## src/rtl/fifo_wr_arbiter.sv

```systemverilog
// ============================================================================
//  Module      : fifo_wr_arbiter
//  Description : Round-robin arbiter sharing one async-FIFO write port among
//                N write-domain requesters, with bounded bursts and an idle
//                timeout that revokes a stalled grant.
//  Revision    : 1.0 - initial release
// ============================================================================
`default_nettype none

module fifo_wr_arbiter #(
  parameter int N         = 4,
  parameter int DW        = 8,
  parameter int MAX_BURST = 16,
  parameter int TIMEOUT   = 8
) (
  input  logic                 clk,
  input  logic                 rst,           // asynchronous, active low
  input  logic [N-1:0]         req_valid,
  input  logic [N*DW-1:0]      req_data,
  input  logic [N-1:0]         req_last,
  output logic [N-1:0]         req_ready,
  input  logic                 fifo_full,
  output logic                 fifo_wr_en,
  output logic [DW-1:0]        fifo_wr_data,
  output logic [$clog2(N)-1:0] grant_id,
  output logic                 busy
);

  localparam int GW = $clog2(N);
  localparam int CW = (MAX_BURST > 1) ? $clog2(MAX_BURST) : 1;
  localparam int TW = (TIMEOUT > 1) ? $clog2(TIMEOUT) : 1;

  typedef enum logic [0:0] {
    S_IDLE  = 1'b0,
    S_GRANT = 1'b1
  } state_e;

  state_e          state_q, state_d;
  logic [GW-1:0]   grant_q, grant_d;
  logic [GW-1:0]   last_q, last_d;
  logic [CW-1:0]   beat_cnt_q, beat_cnt_d;
  logic [TW-1:0]   idle_cnt_q, idle_cnt_d;
  logic            busy_q;

  logic [GW-1:0]   sel_idx;
  logic [GW-1:0]   cand;
  logic            any_req;
  logic            g_valid;
  logic            g_last;
  logic [DW-1:0]   g_data;
  logic            beat;
  logic            release_grant;

  // Round-robin pick: first valid requester after the last grantee, wrapping.
  // Scanning offsets downward lets the smallest offset overwrite the rest.
  always_comb begin
    any_req = |req_valid;
    sel_idx = last_q;
    cand    = last_q;
    for (int k = N; k >= 1; k--) begin
      cand = last_q + GW'(k);
      if (req_valid[cand]) begin
        sel_idx = cand;
      end
    end
  end

  // Select the granted requester's handshake and data, and qualify the beat.
  always_comb begin
    g_valid = req_valid[grant_q];
    g_last  = req_last[grant_q];
    g_data  = '0;
    for (int i = 0; i < N; i++) begin
      if (grant_q == GW'(i)) begin
        g_data = req_data[i*DW +: DW];
      end
    end
    beat          = (state_q == S_GRANT) && g_valid && !fifo_full;
    release_grant = (beat && (g_last || (beat_cnt_q == CW'(MAX_BURST - 1)))) ||
                    ((state_q == S_GRANT) && !g_valid &&
                     (idle_cnt_q == TW'(TIMEOUT - 1)));
  end

  // Zero-latency write port; only the grantee ever sees ready.
  always_comb begin
    req_ready          = '0;
    req_ready[grant_q] = beat;
    fifo_wr_en         = beat;
    fifo_wr_data       = beat ? g_data : '0;
  end

  // Next-state logic: arbitrate in IDLE, count beats and idle cycles in GRANT.
  always_comb begin
    state_d    = state_q;
    grant_d    = grant_q;
    last_d     = last_q;
    beat_cnt_d = beat_cnt_q;
    idle_cnt_d = idle_cnt_q;
    case (state_q)
      S_IDLE: begin
        if (any_req) begin
          state_d    = S_GRANT;
          grant_d    = sel_idx;
          last_d     = sel_idx;
          beat_cnt_d = '0;
          idle_cnt_d = '0;
        end
      end
      S_GRANT: begin
        if (beat) begin
          beat_cnt_d = beat_cnt_q + CW'(1);
        end
        // A full FIFO with valid held high is a stall, not idleness.
        if (g_valid) begin
          idle_cnt_d = '0;
        end else begin
          idle_cnt_d = idle_cnt_q + TW'(1);
        end
        if (release_grant) begin
          state_d    = S_IDLE;
          beat_cnt_d = '0;
          idle_cnt_d = '0;
        end
      end
      default: state_d = S_IDLE;
    endcase
  end

  // State and counter registers; last_q resets to N-1 so requester 0 wins first.
  always_ff @(posedge clk or negedge rst) begin
    if (!rst) begin
      state_q    <= S_IDLE;
      grant_q    <= '0;
      last_q     <= GW'(N - 1);
      beat_cnt_q <= '0;
      idle_cnt_q <= '0;
      busy_q     <= 1'b0;
    end else begin
      state_q    <= state_d;
      grant_q    <= grant_d;
      last_q     <= last_d;
      beat_cnt_q <= beat_cnt_d;
      idle_cnt_q <= idle_cnt_d;
      busy_q     <= (state_d == S_GRANT);
    end
  end

  assign grant_id = grant_q;
  assign busy     = busy_q;

endmodule

`default_nettype wire
```

## config.mk

```make
export PLATFORM = sky130hd
export DESIGN_NAME = fifo_wr_arbiter
export DESIGN_NICKNAME = d
export VERILOG_FILES = /design/src/rtl/fifo_wr_arbiter.sv
export SDC_FILE = /design/constraint.sdc
export NUM_CORES = 1
export LEC_CHECK = 0
export ABC_AREA = 0
export BUFFER_PORTS_ARGS = -buffer_cell sky130_fd_sc_hd__buf_2
export CAP_MARGIN = 25
export CORE_ASPECT_RATIO = 1.1
export CORE_MARGIN = 2
export CORE_UTILIZATION = 43
export DETAILED_ROUTE_END_ITERATION = 16
export HOLD_SLACK_MARGIN = 0.03
export PLACE_DENSITY = 0.89
export SETUP_SLACK_MARGIN = 0.4
export SYNTH_ARGS = -nofsm -noshare
export SYNTH_HDL_FRONTEND = slang
export SYNTH_SLANG_ARGS = --single-unit
```

## constraint.sdc

```tcl
create_clock -name clk -period 2.09 [get_ports clk]
set_input_delay 0 -clock clk [delete_from_list [all_inputs] [get_ports clk]]
set_output_delay 0 -clock clk [all_outputs]
set_load 0.01 [all_outputs]
```

==> flow_summary_export.csv <==
group,metric,value,unit
final_layout,layout.nets,206,
synthesis,synth_top_family_by_area,"multiplexers",
worst_setup_path,cp_top_family,"multiplexers",
clocking,path_clk_slew,80,ps
floorplanning,initial_utilization,45.2,%
floorplanning,dieWidth,50.4,µm
timing,rsz0062_at_grt,"yes",
global_route,first_global_vias,1020,
timing,tns,0,ps
worst_setup_path,cp_num_buf_inv,0,
clocking,numCtsBuffers,3,
synthesis,synth-seq-area-share,29.8,%
drt,wl,3060,µm
drt,num_vias,1070,
worst_setup_path,path_cells,"mux4_2 -> o21a_4 -> a21o_1 -> a32o_1",
place,port_buffers,58,
hold_path,holdCritPathClass,"primary input to asynchronous set/reset pin",
timing,hold_viol,0,
worst_setup_path,slowest_stage,"mux4_2",
final_layout,area.growth.synth_to_final,47.4,%
synthesis,synth_area_leaders,"dfrtp_1, mux4_2, mux4_1",
synthesis,yosysTopAreaCell,"dfrtp_1",
clocking,clock_path_buffers,2,
place,gp_congestion,0.787,
synthesis,synth_edf_count,0,
timing,worstMarginPinSlew,581,ps
timing,setup_violations,0,
global_route,grt_pass1_wl,4770,µm
synthesis,synth.most_common_cell,"dfrtp_1",
timing,period_share,85.6,%
floorplanning,io_pins,59,
clocking,clkLatencyLatePin,290,ps
synthesis,synth-simple-area-share,22.3,%
synthesis,synth_top_flop_cell,"dfrtp_1",
synthesis,synth.area.mux_share,26.7,%
drt,drt_iter0_drc,8,
synthesis,synth_xor_area_share,0,%
synthesis,ys_warn_count,0,
worst_setup_path,critPathArrivalTime,1970,ps
drt,drt-pass1-iter-count,4,
timing,holdWs,96.6,ps
synthesis,synth_compound_area_share,12.3,%
synthesis,ys_ff_latch,12,
floorplanning,core_area,2250,µm²
final_layout,final_util,66.6,%
synthesis,syn_inst,94,
clocking,htreeDepth,1,
timing,drv_slew,0,
worst_setup_path,cp_slowest_stage_delay,630,ps
worst_setup_path,cp_data_required_time,2270,ps
pwr,ir_drop,615,µV
clocking,clockRootBuffer,"clkbuf_4",
drt,drt-vias-per-instance,5.66,
timing,fmax,0.559,GHz
global_route,overflow,0,
synthesis,synthDistinctLibCells,36,
outcome,status,"completed",
floorplanning,rows,18,
worst_setup_path,path_class,"flop to flop",
run,drv_cap,0,
clocking,clock_sink_count,12,
timing,skew,9.44,ps
pwr,p_leak,0.000780,µW
synthesis,syn-cell-area,1020,µm²
synthesis,syn_avg_cell_area,10.8,µm²
floorplanning,die_area,2770,µm²
global_route,grt_antenna_before_repair,0,
timing,period_needed,1790,ps
global_route,grt_max_degree,15,
final_layout,diodes,0,
worst_setup_path,setup.worst_path.start_class,"flop",
synthesis,synth_fa_ha_area_share,3.69,%
drt,antenna_left,0,
pwr,cellPowerDensity,1110,nW/µm²
drt,wl_per_cell,16.2,µm
synthesis,syn_nets,140,
final_layout,drive_above_1_share,56.6,%
synthesis,synth_top_cell_area_share,24.6,%
synthesis,synthArstFlopShare,100,%
global_route,grt_usage,23.8,%
synthesis,synthTopCellsByCount,"dfrtp_1, and3_1, nor2_1, mux4_2, nand2_1",
place,dp_hpwl,2250,µm
clocking,cts_tree,"done",
timing,max_slew_margin,61.2,%
worst_setup_path,critPathMaxFanout,6,
floorplanning,die_h,55.0,µm
worst_setup_path,cp-end-kind,"flop",
drt,drcViolationCount,0,
[cell usage in the layout, fill, tap and decap left out, types with 2 or more instances in the layout]
cell      netlist  final
a21o_1          2      2
a21oi_1         3      3
a22o_1          2      2
and3_1          8      8
and4b_1         2      2
buf_2           1     57
buf_4           0      4
buf_6           2      2
clkbuf_4        0      3
dfrtp_1        10      9
dfstp_2         2      2
ha_1            3      3
inv_1           5      4
mux2i_1         2      2
mux4_1          4      3
mux4_2          6      8
nand2_1         6      5
nand3_1         2      2
nor2_1          8      7
nor2b_1         3      2
o211ai_1        2      2
o21ai_0         3      3
[per-stage QoR]
stage	cells	power (µW)	instance area, µm²	setup WS [ps]
6_report	189	1660	1500	302
5_1_grt	189	1780	1500	241
4_1_cts	188	1580	1450	305
3_5_place_dp	180	1290	1330	263
3_3_place_gp	180	1250	1330	357
2_1_floorplan	94	1070	1020	258
[cell type report]
cell class                      instances  area, µm²
Fill cell                             176        753
Multi-Input combinational cell         73        734
Timing Repair Buffer                   65        368
Sequential cell                        12        304
Tap cell                               30       37.5
Clock buffer                            4       36.3
Inverter                                5       18.8
[cells by family after synthesis]
kind of cell             count (synthesis)
AO/OA/AOI/OAI                           17
flip-flops                              12
multiplexers                            13
buffers and inverters                   10
AND/OR/NAND/NOR                         39
adder cells (fa/ha/maj)                  3
[worst register-to-register path, delay by kind of cell, from the launching register on]
kind | cells | cell delay (ps)
AO/OA/AOI/OAI | 3 | 610
flip-flops | 1 | 440
multiplexers | 1 | 630
[registers in the layout, summed over array words and instances, names as in the netlist]
name,count
last_q,2
beat_cnt_q,4
busy,1
grant_id,2
idle_cnt_q,3
[power breakdown]
group	leakage, µW	internal (µW)	switching, µW
clock network	0.0000210	106	83.3
logic	0.000610	556	470
registers	0.000149	334	108
[final timing paths]
kind	endpoint	cells past startpoint	from	slack, ps
hold / removal	beat_cnt_q[1]$_DFFE_PN0P_	2	rst	100
setup reg to reg	beat_cnt_q[1]$_DFFE_PN0P_	4	grant_id[0]$_DFFE_PN0P_	300
hold reg to reg	idle_cnt_q[2]$_DFFE_PN0P_	1	idle_cnt_q[2]$_DFFE_PN0P_	520
min in group clk	busy$_DFF_PN0_	5	fifo_full	150
max in group asynchronous	last_q[1]$_DFFE_PN1P_	2	rst	1720
setup / recovery	beat_cnt_q[1]$_DFFE_PN0P_	4	grant_id[0]$_DFFE_PN0P_	300
[what timing repair did]
item | CTS | global route
endpoints found under the setup margin | 16 | 18
resized for setup | 9 | 11
endpoints found under the hold margin | 12 | 0
pin swaps | 2 | 5
cloned | 1 | 0
hold buffers | 1 | 0
setup buffers | 2 | 1
[routing by layer]
layer | vias to the layer above | wire length (µm) | track usage [%] | part of all wire, %
li1 | 505 | - | - | -
met1 | 508 | 1060 | 23.9 | 35
met2 | 51 | 1700 | 47.8 | 55
met3 | 6 | 246 | 5.65 | 8.0
met4 | 0 | 54 | 9.91 | 1.8
met5 | - | 0 | 0 | 0
Power figures use the tool's default switching activity.
